File: src/rtl/fetch_unit.sv
// fetch_unit: MIPS instruction fetch stage with an imem req/ack handshake, a stall hold buffer and flush/drop handling.
// Optional macro EARLY_JUMP_EN: decode j/jal in IF/ID and redirect one cycle early.
module fetch_unit #(
  parameter logic [31:0] RESET_PC = 32'h0000_0000
) (
  input  logic        clk,
  input  logic        rst,
  input  logic        stall,
  input  logic        flush,
  input  logic [31:0] redirect_pc,
  output logic        imem_req,
  output logic [31:0] imem_addr,
  input  logic        imem_ack,
  input  logic [31:0] imem_rdata,
  output logic [31:0] if_id_instr,
  output logic [31:0] if_id_pc4,
  output logic        if_id_valid,
  output logic [5:0]  opcode
);
  typedef enum logic [1:0] {BOOT, FETCH, HOLD, DROP} state_t;
  state_t state, state_n;
  logic [31:0] pc, pc_n, pc4, target, buf_instr, buf_pc4;
  logic jump, redir;
  assign opcode = if_id_instr[31:26];
  assign pc4 = pc + 32'd4;
`ifdef EARLY_JUMP_EN
  assign jump = if_id_valid && !stall && (opcode == 6'b000010 || opcode == 6'b000011);
`else
  assign jump = 1'b0;
`endif
  assign redir = flush || jump;
  assign target = flush ? redirect_pc : {if_id_pc4[31:28], if_id_instr[25:0], 2'b00};
  // A redirect with an unacked request outstanding must still absorb that ack, hence DROP.
  always_comb begin
    state_n = state;
    pc_n = pc;
    if (redir) begin
      pc_n = target;
      state_n = (imem_req && !imem_ack) ? DROP : FETCH;
    end else begin
      case (state)
        BOOT: state_n = FETCH;
        FETCH: begin
          pc_n = imem_ack ? pc4 : pc;
          state_n = (imem_ack && stall) ? HOLD : FETCH;
        end
        HOLD: state_n = stall ? HOLD : FETCH;
        DROP: state_n = imem_ack ? FETCH : DROP;
        default: state_n = BOOT;
      endcase
    end
  end
  always_ff @(posedge clk or posedge rst) begin
    if (rst) begin
      state <= BOOT;
      pc <= RESET_PC;
      imem_req <= 1'b0;
      imem_addr <= RESET_PC;
      if_id_instr <= '0;
      if_id_pc4 <= '0;
      if_id_valid <= 1'b0;
      buf_instr <= '0;
      buf_pc4 <= '0;
    end else begin
      state <= state_n;
      pc <= pc_n;
      imem_req <= (state_n == FETCH) || (state_n == DROP);
      imem_addr <= (state_n == DROP) ? imem_addr : pc_n;
      if (redir || state == DROP || (state == FETCH && !stall && !imem_ack)) begin
        if_id_instr <= '0;
        if_id_pc4 <= '0;
        if_id_valid <= 1'b0;
      end else if (state == FETCH && !stall) begin
        if_id_instr <= imem_rdata;
        if_id_pc4 <= pc4;
        if_id_valid <= 1'b1;
      end else if (state == HOLD && !stall) begin
        if_id_instr <= buf_instr;
        if_id_pc4 <= buf_pc4;
        if_id_valid <= 1'b1;
      end
      if (!redir && state == FETCH && stall && imem_ack) begin
        buf_instr <= imem_rdata;
        buf_pc4 <= pc4;
      end
    end
  end
endmodule

File: config.mk
export PLATFORM = sky130hd
export DESIGN_NAME = fetch_unit
export DESIGN_NICKNAME = d
export VERILOG_FILES = /design/src/rtl/fetch_unit.sv
export SDC_FILE = /design/constraint.sdc
export NUM_CORES = 1
export LEC_CHECK = 0
export BUFFER_PORTS_ARGS = -buffer_cell sky130_fd_sc_hd__buf_4
export CAP_MARGIN = 20
export CORE_UTILIZATION = 30
export CTS_CLUSTER_DIAMETER = 150
export DETAILED_ROUTE_END_ITERATION = 16
export SYNTH_ARGS = -nofsm -noshare
export SYNTH_HDL_FRONTEND = slang
export SYNTH_SLANG_ARGS = --single-unit
export TNS_END_PERCENT = 5
File: constraint.sdc
create_clock -name clk -period 6.44 [get_ports clk]
set_clock_uncertainty 0.1 [all_clocks]
set_input_delay 0.966 -clock clk [delete_from_list [all_inputs] [get_ports clk]]
set_output_delay 0.966 -clock clk [all_outputs]
set_load 0.01 [all_outputs]
==> summary.md, run 1 <==
| Metric | Value |
|---|---|
| Worst Path Required | `about 6.7 ns` |
| Mapped Nets | `between 900 and 1,000` |
| Power Density | `approximately 280 mW/mm^2` |
| Syn Area/Cell | `between 10 and 15 um^2` |
| Final hold vios | `0` |
| Cts bufs inserted | `17` |
| Ys flop type | `dfrtp_1` |
| Core Area | `around 0.029 mm^2` |
| Initial DRT Pass Iterations | `5` |
| Total GRT Usage | `between 15 and 20%` |
| Final instance area | `0.01106 mm^2` |
| Antenna violations before repair | `0` |
| DRC Markers | `0` |
| 1st-iter DRT viols | `about 480` |
| Crit path DAT | `3.22 ns` |
| Cell area after synthesis | `just under 0.009 mm^2` |
| Crit path launch | `flush` |
| Register bit count reported by yosys | `about 200` |
| First-pass GRT wire length | `37,030 um` |
| Status | `complete, no violations` |
| Top post-synthesis cells by area | `dfrtp_1, mux2_2, o21ai_0` |
| Yosys warns | `0` |
| Crit path launch type | `primary input` |
| DPL Wire Length | `roughly 16,000 um` |
| Most numerous cell in the Yosys netlist | `dfrtp_1` |
| Post-synth EDFFs | `0` |
| DR vias | `6,645` |
| Hold_buf cts | `0` |
| Flop-to-flop setup slack | `3.78 ns` |
| Critical Path End Type | `flop` |
| RePlAce Congestion | `around 0.85` |
| Die ar. | `roughly 0.030 mm^2` |
| Async SR Flop Fraction | `100.0%` |
| Die H | `174.4 um` |
| WL final | `23,230 um` |
| Vias/cell | `between 4 and 5` |
| Sequential share of the synthesized area | `a little over half` |
| Die Wd | `roughly 170 um` |
| Nets | `roughly 1,000` |
| Area grow syn2layout | `24.02%` |
| Placed cell areas | `around 0.010 mm^2` |
| Setup TNS | `0 ns` |
| Final ANT Viol Nets | `0` |
| Placed insts | `approximately 1,300` |
| Worst-path clk slew | `~0.080 ns` |
| Rows | `62` |
| CP cell instances | `buf_4 -> clkinv_1 -> nand2_1 -> a21oi_1 -> a211o_1 -> mux2_2` |
| Final-report setup violation count | `0` |
| Post-CTS Setup Bufs | `0` |
| R2r startpoint | `pc[4]$_DFF_PP0_` |
| CTS root buf | `clkbuf_16` |
| Top-Level Pins | `173` |
| Final min period | `~3 ns` |
| Initial Util | `roughly 31%` |
| Top cell type's share of synthesized area | `a little over half` |
| Area leader, netlist | `dfrtp_1` |
| Wire per inst | `16.95 um` |
| VDD IR max | `0.1429 mV` |
| Pin count of the biggest net entering global routing | `74` |
| Final setup margin | `3.442 ns` |
| Hold path startpoint | `if_id_instr[12]$_DFFE_PP0P_` |
| H-tree depth | `4` |
| Inserted Diodes | `0` |
| Worst Tran Pin Value | `~1.0 ns` |
| Slew Limit Headroom | `between 30% and 40%` |
| Max Cap Viol | `0` |
| Worst path max stage delay | `around 0.87 ns` |
| Clk Latency, worst-skew pair | `about 0.43 ns` |
| Netlist cell types | `50` |
| Share of layout cells above drive strength 1 | `between 20 and 30%` |
| Fmax | `approximately 0.33 GHz` |
| Worst-path maximum fanout | `51` |
| WS Path Type | `in -> reg` |
| Clock tree sinks | `roughly 200` |
| Slowest CP cell | `clkinv_1` |
| Vias in the first global route | `about 6,400` |
| Finished Layout Cells | `around 1,400` |
| Final Slew Violations | `0` |
| Final worst-path cycle share | `46.56%` |
| Most frequent cells after synthesis | `dfrtp_1, nand2_1, o21ai_0` |
| Final Power | `3.103 mW` |
| Filler cells | `between 2,000 and 3,000` |
| RSZ-0062 raised after global routing | `no` |
| CTS tree | `yes` |
| Synthesized instance count | `836` |
| Port bufs | `roughly 170` |
| Clk buf depth | `2` |
| Post-Place Worst Slack | `around 3.0 ns` |
| CTS resizes | `0` |
| Static Leak | `4.941 nW` |
| Hold WC Path Type | `reg -> reg` |
| Total gr overflow | `0` |
report_power, final:
part | total, mW | switching, mW | internal, mW
clock | 1.02 | 0.499 | 0.516
combinational | 0.554 | 0.280 | 0.273
sequential | 1.53 | 0.122 | 1.41
per-layer routing:
| metal | global-route usage (%) | share of wire [%] | vias to the layer above | wire, um |
|---|---|---|---|---|
| met5 | 0 | 0 | - | 0 |
| met3 | 3.631 | 6.2 | 16 | 1443 |
| met2 | 22.84 | 44 | 207 | 10110 |
| met4 | 3.911 | 0.80 | 0 | 186 |
| li1 | - | - | 3203 | - |
| met1 | 22.92 | 49 | 3219 | 11480 |
state kept, by name, indices dropped and copies added, names as in the netlist:
signal       flops
buf_instr       32
buf_pc4         32
if_id_instr     32
if_id_pc4       32
if_id_valid      1
imem_addr       32
imem_req         1
pc              32
state            1
area by class of cell:
cell class	instances	area [um^2]	area share (%)
inverter	4	22.52	0.2037
multi-input combinational	574	3757	33.98
clock inverter	14	120.1	1.086
timing repair buffer	181	1359	12.29
sequential	195	4880	44.13
clock buffer	18	439.2	3.971
tap	384	480.5	4.345
cell usage in the layout (no fill, tap or decap), drive strengths merged:
| master | instances |
|---|---|
| maj3 | 1 |
| and3b | 1 |
| clkinvlp | 5 |
| nor3b | 1 |
| and2 | 1 |
| a22o | 9 |
| buf | 181 |
| a221oi | 2 |
| a22oi | 17 |
| a21oi | 17 |
| inv | 8 |
| nor2 | 49 |
| o31ai | 5 |
| or2 | 1 |
| o21ai | 100 |
| a21o | 3 |
| a211o | 2 |
| a32oi | 1 |
| clkinv | 5 |
| xnor2 | 25 |
| nor2b | 2 |
| clkbuf | 18 |
| nand4 | 11 |
| xor2 | 25 |
| or3 | 1 |
| nor4 | 12 |
| nand2b | 1 |
| ha | 1 |
| mux2i | 36 |
| and3 | 13 |
| a221o | 8 |
| a211oi | 2 |
| nand2 | 120 |
| mux2 | 60 |
| nand3b | 2 |
| dfrtp | 195 |
| nor3 | 16 |
| nand3 | 27 |
| and4 | 2 |
cell families after synthesis:
logic type	Yosys count	share of synthesized area [%]
xor gates and xnor gates	50	4.912
muxes	96	11.62
DFF	195	54.73
and+or+nand+nor	260	14.01
buffers and inverters	67	3.368
AOI/OAI and AO/OA	166	11.11
adders and majority gates	2	0.2526
through the flow:
step	utilization (%)	hold slack (ns)
after global routing	38.22	0.4051
after detailed placement	36.28	0.3671
after floorplan	-	0.3447
final	38.22	0.3804
after CTS	38.22	0.3867
after global placement	36.28	0.3588
critical path: cells and delay by family:
| family | cells | cell delay (ns) |
|---|---|---|
| buffers and inverters | 2 | 1.34 |
| AO/OA/AOI/OAI | 2 | 0.36 |
| AND/OR/NAND/NOR | 1 | 0.26 |
| multiplexers | 1 | 0.26 |
final timing paths:
check / endpoint / cells after the start
worst max-delay path: imem_addr[24]$_DFFE_PP0P_ / 6
worst min-delay path: if_id_instr[12]$_DFFE_PP0P_ / 2
min in group asynchronous: buf_instr[10]$_DFFE_PP0P_ / 2
max in group asynchronous: imem_addr[2]$_DFFE_PP0P_ / 3
worst min register to register: if_id_instr[12]$_DFFE_PP0P_ / 2
worst max register to register: imem_addr[21]$_DFFE_PP0P_ / 5
(Power assumes the default switching activity.)
==> run 2, diff against run 1 <==
==> constraint.sdc (replaced) <==
create_clock -name clk -period 2.7 [get_ports clk]
set_clock_uncertainty 0.1 [all_clocks]
set_input_delay 0.405 -clock clk [delete_from_list [all_inputs] [get_ports clk]]
set_output_delay 0.405 -clock clk [all_outputs]
set_load 0.01 [all_outputs]
==> run 2 against run 1 <==
Against the previous run:
- register-to-register slack got worse by 3.4 ns
- via count increased by 2.4%
- count of clock-buffer cells in the layout unchanged
- design area increased by 1.7%
- sequential power increased by 140%
- worst setup slack got worse by 3.1 ns
- worst hold slack got worse by 0.29 ns
- non-clock buffer count increased by 15
- critical endpoint unchanged
- largest cell class unchanged
==> summary.md, run 2 (same netlist as run 1, synthesis figures left out) <==
| Metric | Value |
|---|---|
| Status | `complete, no violations` |
| Filler cells | `2,897 (+0.87%)` |
| Wl on met1 | `11,240 um (-2.1%)` |
| Final Power | `7.476 mW (+140%)` |
| Port bufs | `172 (unchanged)` |
| Worst Tran Pin Value | `0.6608 ns (-0.3488 ns)` |
| Top Layer Used | `met4` |
| Wire per inst | `16.96 um (about the same)` |
| RePlAce Congestion | `0.8521 (+0.53%)` |
| Multi-input logic area | `0.003757 mm^2 (unchanged)` |
| 1st-iter DRT viols | `641 (+35%)` |
| Register area | `0.004880 mm^2 (unchanged)` |
| Share of layout cells above drive strength 1 | `30.07% (+0.86 points)` |
| Hold path startpoint | `redirect_pc[14]` |
| CTS root buf | `clkbuf_16` |
| Placed insts | `1,352 (+1.0%)` |
| Commonest non-fill, non-tap cell in the layout | `dfrtp_1` |
| Rows | `62 (unchanged)` |
| VDD IR max | `0.3652 mV (+160%)` |
| Metal3 WL | `1490 um (+3.3%)` |
| Clock tree sinks | `195 (unchanged)` |
| Clk Latency, worst-skew pair | `0.43 ns (about the same)` |
| Cts bufs inserted | `17 (unchanged)` |
| CTS tree | `yes` |
| Inserted Diodes | `0 (unchanged)` |
| Most frequent cells in the layout | `dfrtp_1, buf_4, nand2_1` |
| Total GRT Usage | `15.82% (+0.24 points)` |
| Crit path launch type | `flop` |
| Worst-path maximum fanout | `14 (-73%)` |
| CTS resizes | `0 (unchanged)` |
| DPL Wire Length | `16,760 um (+5.5%)` |
| Met2 routed WL | `10,460 um (+3.4%)` |
| Top-Level Pins | `173 (unchanged)` |
| Final worst-path cycle share | `85.88%` |
| Finished Layout Cells | `1,385 (+1.1%)` |
| Hold_buf cts | `1 (+1)` |
| Final setup margin | `0.3812 ns (-3.060 ns)` |
| Flop-to-flop setup slack | `0.38 ns (-3.40 ns)` |
| DR vias | `6,806 (+2.4%)` |
| Post-Place Worst Slack | `0.3534 ns (-2.650 ns)` |
| Vias/cell | `4.914 (+1.3%)` |
| Vias in the first global route | `6,534 (+1.5%)` |
| R2r endpoint | `imem_addr[24]$_DFFE_PP0P_` |
| Final hold vios | `0 (unchanged)` |
| Critical Path End Type | `flop` |
| Crit path DAT | `2.54 ns (-0.68 ns)` |
| WL final | `23,490 um (+1.2%)` |
| Hold worst-path end | `pc[14]$_DFF_PP0_` |
| Slew Limit Headroom | `55.94% (+23 points)` |
| Placed cell areas | `0.01067 mm^2 (+1.6%)` |
| H-tree depth | `4 (unchanged)` |
| Final-report setup violation count | `0 (unchanged)` |
| Area grow syn2layout | `26.13%` |
| Total gr overflow | `0 (unchanged)` |
| Initial Util | `30.81% (unchanged)` |
| Final Slew Violations | `0 (unchanged)` |
| Final ANT Viol Nets | `0 (unchanged)` |
| Power Density | `664.8 mW/mm^2 (+140%)` |
| Hold WC Path Type | `in -> reg` |
| FF-to-FF path depth | `5 (unchanged)` |
| Antenna violations before repair | `0 (unchanged)` |
| Final min period | `2.319 ns` |
| Worst-path clk slew | `0.07 ns (about the same)` |
| Worst hold path depth | `3 (+1)` |
| Post-CTS Setup Bufs | `0 (unchanged)` |
| Die H | `174.4 um (unchanged)` |
| Max Cap Viol | `0 (unchanged)` |
| Hold slack final | `0.09485 ns (-0.2855 ns)` |
| Die Wd | `174.4 um (unchanged)` |
| Nets | `1,058 (+1.4%)` |
| Final instance area | `0.01125 mm^2 (+1.7%)` |
| R2r startpoint | `state[1]$_DFF_PP0_` |
| Worst Path Required | `2.92 ns (-3.74 ns)` |
| Fmax | `0.4313 GHz` |
| WS Path Type | `reg -> reg` |
| Clk buf depth | `2 (unchanged)` |
| First-pass GRT wire length | `37,480 um (+1.2%)` |
| Static Leak | `5.044 nW (+2.1%)` |
| Post-layout util | `38.87% (+0.65 points)` |
| Core Area | `0.02894 mm^2 (unchanged)` |
| Initial DRT Pass Iterations | `5 (unchanged)` |
| RSZ-0062 raised after global routing | `no` |
| Pin count of the biggest net entering global routing | `84 (+14%)` |
| Die ar. | `0.03041 mm^2 (unchanged)` |
| DRC Markers | `0 (unchanged)` |
| Setup TNS | `0 ns (unchanged)` |
## run 2: changes by cell type in the layout (fill, tap and decap cells not counted), sizes merged
| cell | change |
|---|---|
| buf | +14 |
| clkinv | +2 |
| clkinvlp | -3 |
| dlygate4sd3 | +1 |
| inv | +1 |
## run 2: layout make-up
type                       instances  area share (%)
sequential                       195           43.39
multi-input combinational        574           33.41
timing repair buffer             196           13.70
tap                              384           4.272
clock buffer                      18           3.816
clock inverter                    14           1.246
inverter                           4          0.1669
## run 2: worst max-delay path: stages (launching register included)
cell	delay, ns
dfrtp_1	0.50
nand3b_4	0.33
nor4_4	0.59
a21oi_1	0.13
a211o_1	0.30
mux2_2	0.26
## run 2: how the worst max path moves through the flow
| stage | slack, ns | from | cells after the start | to |
|---|---|---|---|---|
| 2_1_floorplan | -0.32 | rst | 1 | buf_instr[0]$_DFFE_PP0P_ |
| 3_5_place_dp | 0.35 | state[1]$_DFF_PP0_ | 5 | if_id_pc4[22]$_DFFE_PP0P_ |
| 4_1_cts | 0.35 | state[1]$_DFF_PP0_ | 5 | if_id_pc4[24]$_DFFE_PP0P_ |
| 6_report | 0.38 | state[1]$_DFF_PP0_ | 5 | imem_addr[24]$_DFFE_PP0P_ |
| 3_3_place_gp | 0.41 | state[1]$_DFF_PP0_ | 5 | imem_addr[24]$_DFFE_PP0P_ |
| 5_1_grt | 0.07 | state[1]$_DFF_PP0_ | 5 | if_id_pc4[12]$_DFFE_PP0P_ |
## run 2: layer usage
metal  vias up  global-route usage [%]
li1       3233                       -
met1      3330                   22.83
met2       222                   23.92
met3        21                   3.740
met4         0                   3.472
met5         -                       0
## run 2: report_power, final
group | internal, mW | total (mW) | switching [mW]
clock | 1.23 | 2.46 | 1.23
sequential | 3.37 | 3.66 | 0.297
combinational | 0.678 | 1.36 | 0.678
total | 5.27 | 7.48 | 2.20
==> run 3, diff against run 2 <==
--- a/config.mk
+++ b/config.mk
@@ -5,11 +5,13 @@
 export SDC_FILE = /design/constraint.sdc
 export NUM_CORES = 1
 export LEC_CHECK = 0
+export ABC_AREA = 0
 export BUFFER_PORTS_ARGS = -buffer_cell sky130_fd_sc_hd__buf_4
 export CAP_MARGIN = 20
 export CORE_UTILIZATION = 30
 export CTS_CLUSTER_DIAMETER = 150
 export DETAILED_ROUTE_END_ITERATION = 16
+export SETUP_SLACK_MARGIN = 0.15
 export SYNTH_ARGS = -nofsm -noshare
 export SYNTH_HDL_FRONTEND = slang
 export SYNTH_SLANG_ARGS = --single-unit
==> constraint.sdc (replaced) <==
create_clock -name clk -period 2 [get_ports clk]
set_clock_uncertainty 0.1 [all_clocks]
set_input_delay 0.3 -clock clk [delete_from_list [all_inputs] [get_ports clk]]
set_output_delay 0.3 -clock clk [all_outputs]
set_load 0.01 [all_outputs]
==> run 3 against run 2 <==
Against the previous run:
- wire length up 5.7%
- combinational power up 57%
- global-route usage grew 0.66 points
- critical path type unchanged
- critical endpoint is now imem_addr[15]$_DFFE_PP0P_
- highest routed layer unchanged
==> summary.md, run 3 (same netlist as run 1, synthesis figures left out) <==
| Metric | Value |
|---|---|
| WP depth | `6 (+1)` |
| VDD IR max | `0.5439 mV (+49%)` |
| Part of the power in registers | `46.9% (-2.1 points)` |
| Wire per inst | `16.78 um (-1.1%)` |
| Slowest CP cell | `dfrtp_1` |
| DR vias | `7,066 (+3.8%)` |
| Pin count of the biggest net entering global routing | `79 (-6.0%)` |
| Crit path launch | `state[1]$_DFF_PP0_` |
| Clk Latency, worst-skew pair | `0.43 ns (about the same)` |
| Slew Limit Headroom | `55.97% (about the same)` |
| Area grow syn2layout | `38.98%` |
| Crit-path leading delay family | `simple AND/OR/NAND/NOR gates` |
| Worst Setup EP | `imem_addr[15]$_DFFE_PP0P_` |
| Most frequent cells in the layout | `buf_4, dfrtp_1, nand2_1` |
| Switching Share | `28.89% (-0.58 points)` |
| Finished Layout Cells | `1,479 (+6.8%)` |
| Placed insts | `1,409 (+4.2%)` |
| R2r startpoint | `state[1]$_DFF_PP0_` |
| Final ANT Viol Nets | `0 (unchanged)` |
| Rows | `62 (unchanged)` |
| Vias in the first global route | `7,018 (+7.4%)` |
| Hold WC Path Type | `in -> reg` |
| CTS root buf | `clkbuf_16` |
| Post-Place Worst Slack | `-0.06660 ns (-0.4200 ns)` |
| Hold slack final | `0.01663 ns (-0.07822 ns)` |
| Status | `complete, no violations` |
| Fmax | `0.5088 GHz (+18%)` |
| Power Density | `845.5 mW/mm^2 (+27%)` |
| Commonest non-fill, non-tap cell in the layout | `buf_4` |
| Final worst-path cycle share | `98.28% (+12 points)` |
| CP cell instances | `nand3b_2 -> nor3_2 -> buf_4 -> a21oi_1 -> a211o_1 -> mux2_2` |
| Core Area | `0.02894 mm^2 (unchanged)` |
| Worst hold path depth | `2 (-1)` |
| WL final | `24,830 um (+5.7%)` |
| Final Slew Violations | `0 (unchanged)` |
| DPL Wire Length | `17,490 um (+4.3%)` |
| Final setup margin | `0.03448 ns (-0.3467 ns)` |
| Filler cells | `2,778 (-4.1%)` |
| Flop-to-flop setup slack | `0.03 ns (-0.35 ns)` |
| Clock power share | `32.7% (-0.2 points)` |
| Clock tree sinks | `195 (unchanged)` |
| Antenna violations before repair | `0 (unchanged)` |
| Crit path launch type | `flop` |
| Placed cell areas | `0.01119 mm^2 (+4.9%)` |
| P_sw | `3.026 mW (+37%)` |
| Static Leak | `5.583 nW (+11%)` |
| Die Wd | `174.4 um (unchanged)` |
| Initial DRT Pass Iterations | `4 (-1)` |
| Final hold vios | `0 (unchanged)` |
| WS Path Type | `reg -> reg` |
| Die H | `174.4 um (unchanged)` |
| Worst-path maximum fanout | `7 (-7)` |
| FF-to-FF path depth | `6 (+1)` |
| Initial Util | `30.81% (unchanged)` |
| Crit path DAT | `2.18 ns (-0.36 ns)` |
| Post-layout util | `42.83% (+4.0 points)` |
| Multi-input logic area | `0.003989 mm^2 (+6.2%)` |
| Vias/cell | `4.778 (-2.8%)` |
| Final Power | `10.48 mW (+40%)` |
| Cts bufs inserted | `17 (unchanged)` |
| Share of layout cells above drive strength 1 | `36.99% (+6.9 points)` |
| Register area | `0.004891 mm^2 (+0.23%)` |
| Final-report setup violation count | `0 (unchanged)` |
| Critical Path End Type | `flop` |
| RSZ-0062 raised after global routing | `yes` |
| Clk buf depth | `2 (unchanged)` |
| CTS tree | `yes` |
| R2r endpoint | `imem_addr[15]$_DFFE_PP0P_` |
| P_int | `7.451 mW (+41%)` |
| Final instance area | `0.01239 mm^2 (+10%)` |
| 1st-iter DRT viols | `505 (-21%)` |
| Port bufs | `172 (unchanged)` |
| DRC Markers | `0 (unchanged)` |
| Combinational share of power | `20.5% (+2.4 points)` |
| Die ar. | `0.03041 mm^2 (unchanged)` |
| Total gr overflow | `0 (unchanged)` |
| Max Cap Viol | `0 (unchanged)` |
| Inserted Diodes | `0 (unchanged)` |
| Top-Level Pins | `173 (unchanged)` |
| Setup TNS | `0 ns (unchanged)` |
| First-pass GRT wire length | `39,320 um (+4.9%)` |
| Worst Tran Pin Value | `0.6597 ns (-0.001120 ns)` |
| Nets | `1,152 (+8.9%)` |
| Final min period | `1.966 ns (-0.3533 ns)` |
| Worst Path Required | `2.21 ns (-0.71 ns)` |
| Buf/Inv on CP | `1 (+1)` |
| Worst path max stage delay | `0.40 ns (-0.19 ns)` |
| H-tree depth | `4 (unchanged)` |
| Total GRT Usage | `16.48% (+0.66 points)` |
| Worst-path clk slew | `0.07 ns (about the same)` |
| RePlAce Congestion | `0.8916 (+4.6%)` |
[run 3: power by group through the flow]
stage,Sequential (mW),Combinational (mW),Clock (mW)
2_1_floorplan,4.97,1.12,0
5_1_grt,4.99,2.36,3.67
3_3_place_gp,4.95,2.01,0
3_5_place_dp,4.98,2.05,0
6_report,4.91,2.14,3.42
4_1_cts,4.91,2.12,3.52
[run 3: worst min path at each step]
| stage | end | slack (ns) | from |
|---|---|---|---|
| after floorplan | imem_req$_DFF_PP0_ | 0.31 | flush |
| after global placement | imem_addr[2]$_DFFE_PP0P_ | 0.19 | rst |
| after detailed placement | imem_addr[2]$_DFFE_PP0P_ | 0.19 | rst |
| after CTS | pc[29]$_DFF_PP0_ | 0.0001 | redirect_pc[29] |
| after global routing | pc[22]$_DFF_PP0_ | 0.004 | redirect_pc[22] |
| final | buf_instr[20]$_DFFE_PP0P_ | 0.02 | imem_rdata[20] |
[run 3: what timing repair did]
item / CTS / global route
hold endpoints to repair: 33 / 1
gates cloned: 0 / 1
hold buffers: 27 / 1
setup buffers: 5 / 4
setup endpoints to repair: 73 / 124
pin swaps: 5 / 15
gates resized for setup: 20 / 39
[run 3: worst register-to-register path, stage by stage, from the launching register on]
cell	delay, ns
dfrtp_1	0.40
nand3b_2	0.28
nor3_2	0.25
buf_4	0.19
a21oi_1	0.07
a211o_1	0.30
mux2_2	0.27
[run 3: cell type report]
cell class | instances | share of cell area [%]
Clock buffer | 19 | 3.574
Clock inverter | 13 | 1.111
Inverter | 4 | 0.1515
Multi-Input combinational cell | 575 | 32.19
Sequential cell | 195 | 39.47
Tap cell | 384 | 3.877
Timing Repair Buffer | 289 | 19.63
[run 3: layer usage]
| layer | part of all wire (%) | vias up | GRT usage (%) |
|---|---|---|---|
| met5 | 0 | - | 0 |
| met2 | 45 | 194 | 25.15 |
| met3 | 4.7 | 18 | 2.843 |
| met4 | 0.99 | 0 | 3.655 |
| met1 | 50 | 3435 | 24.25 |
| li1 | - | 3419 | - |
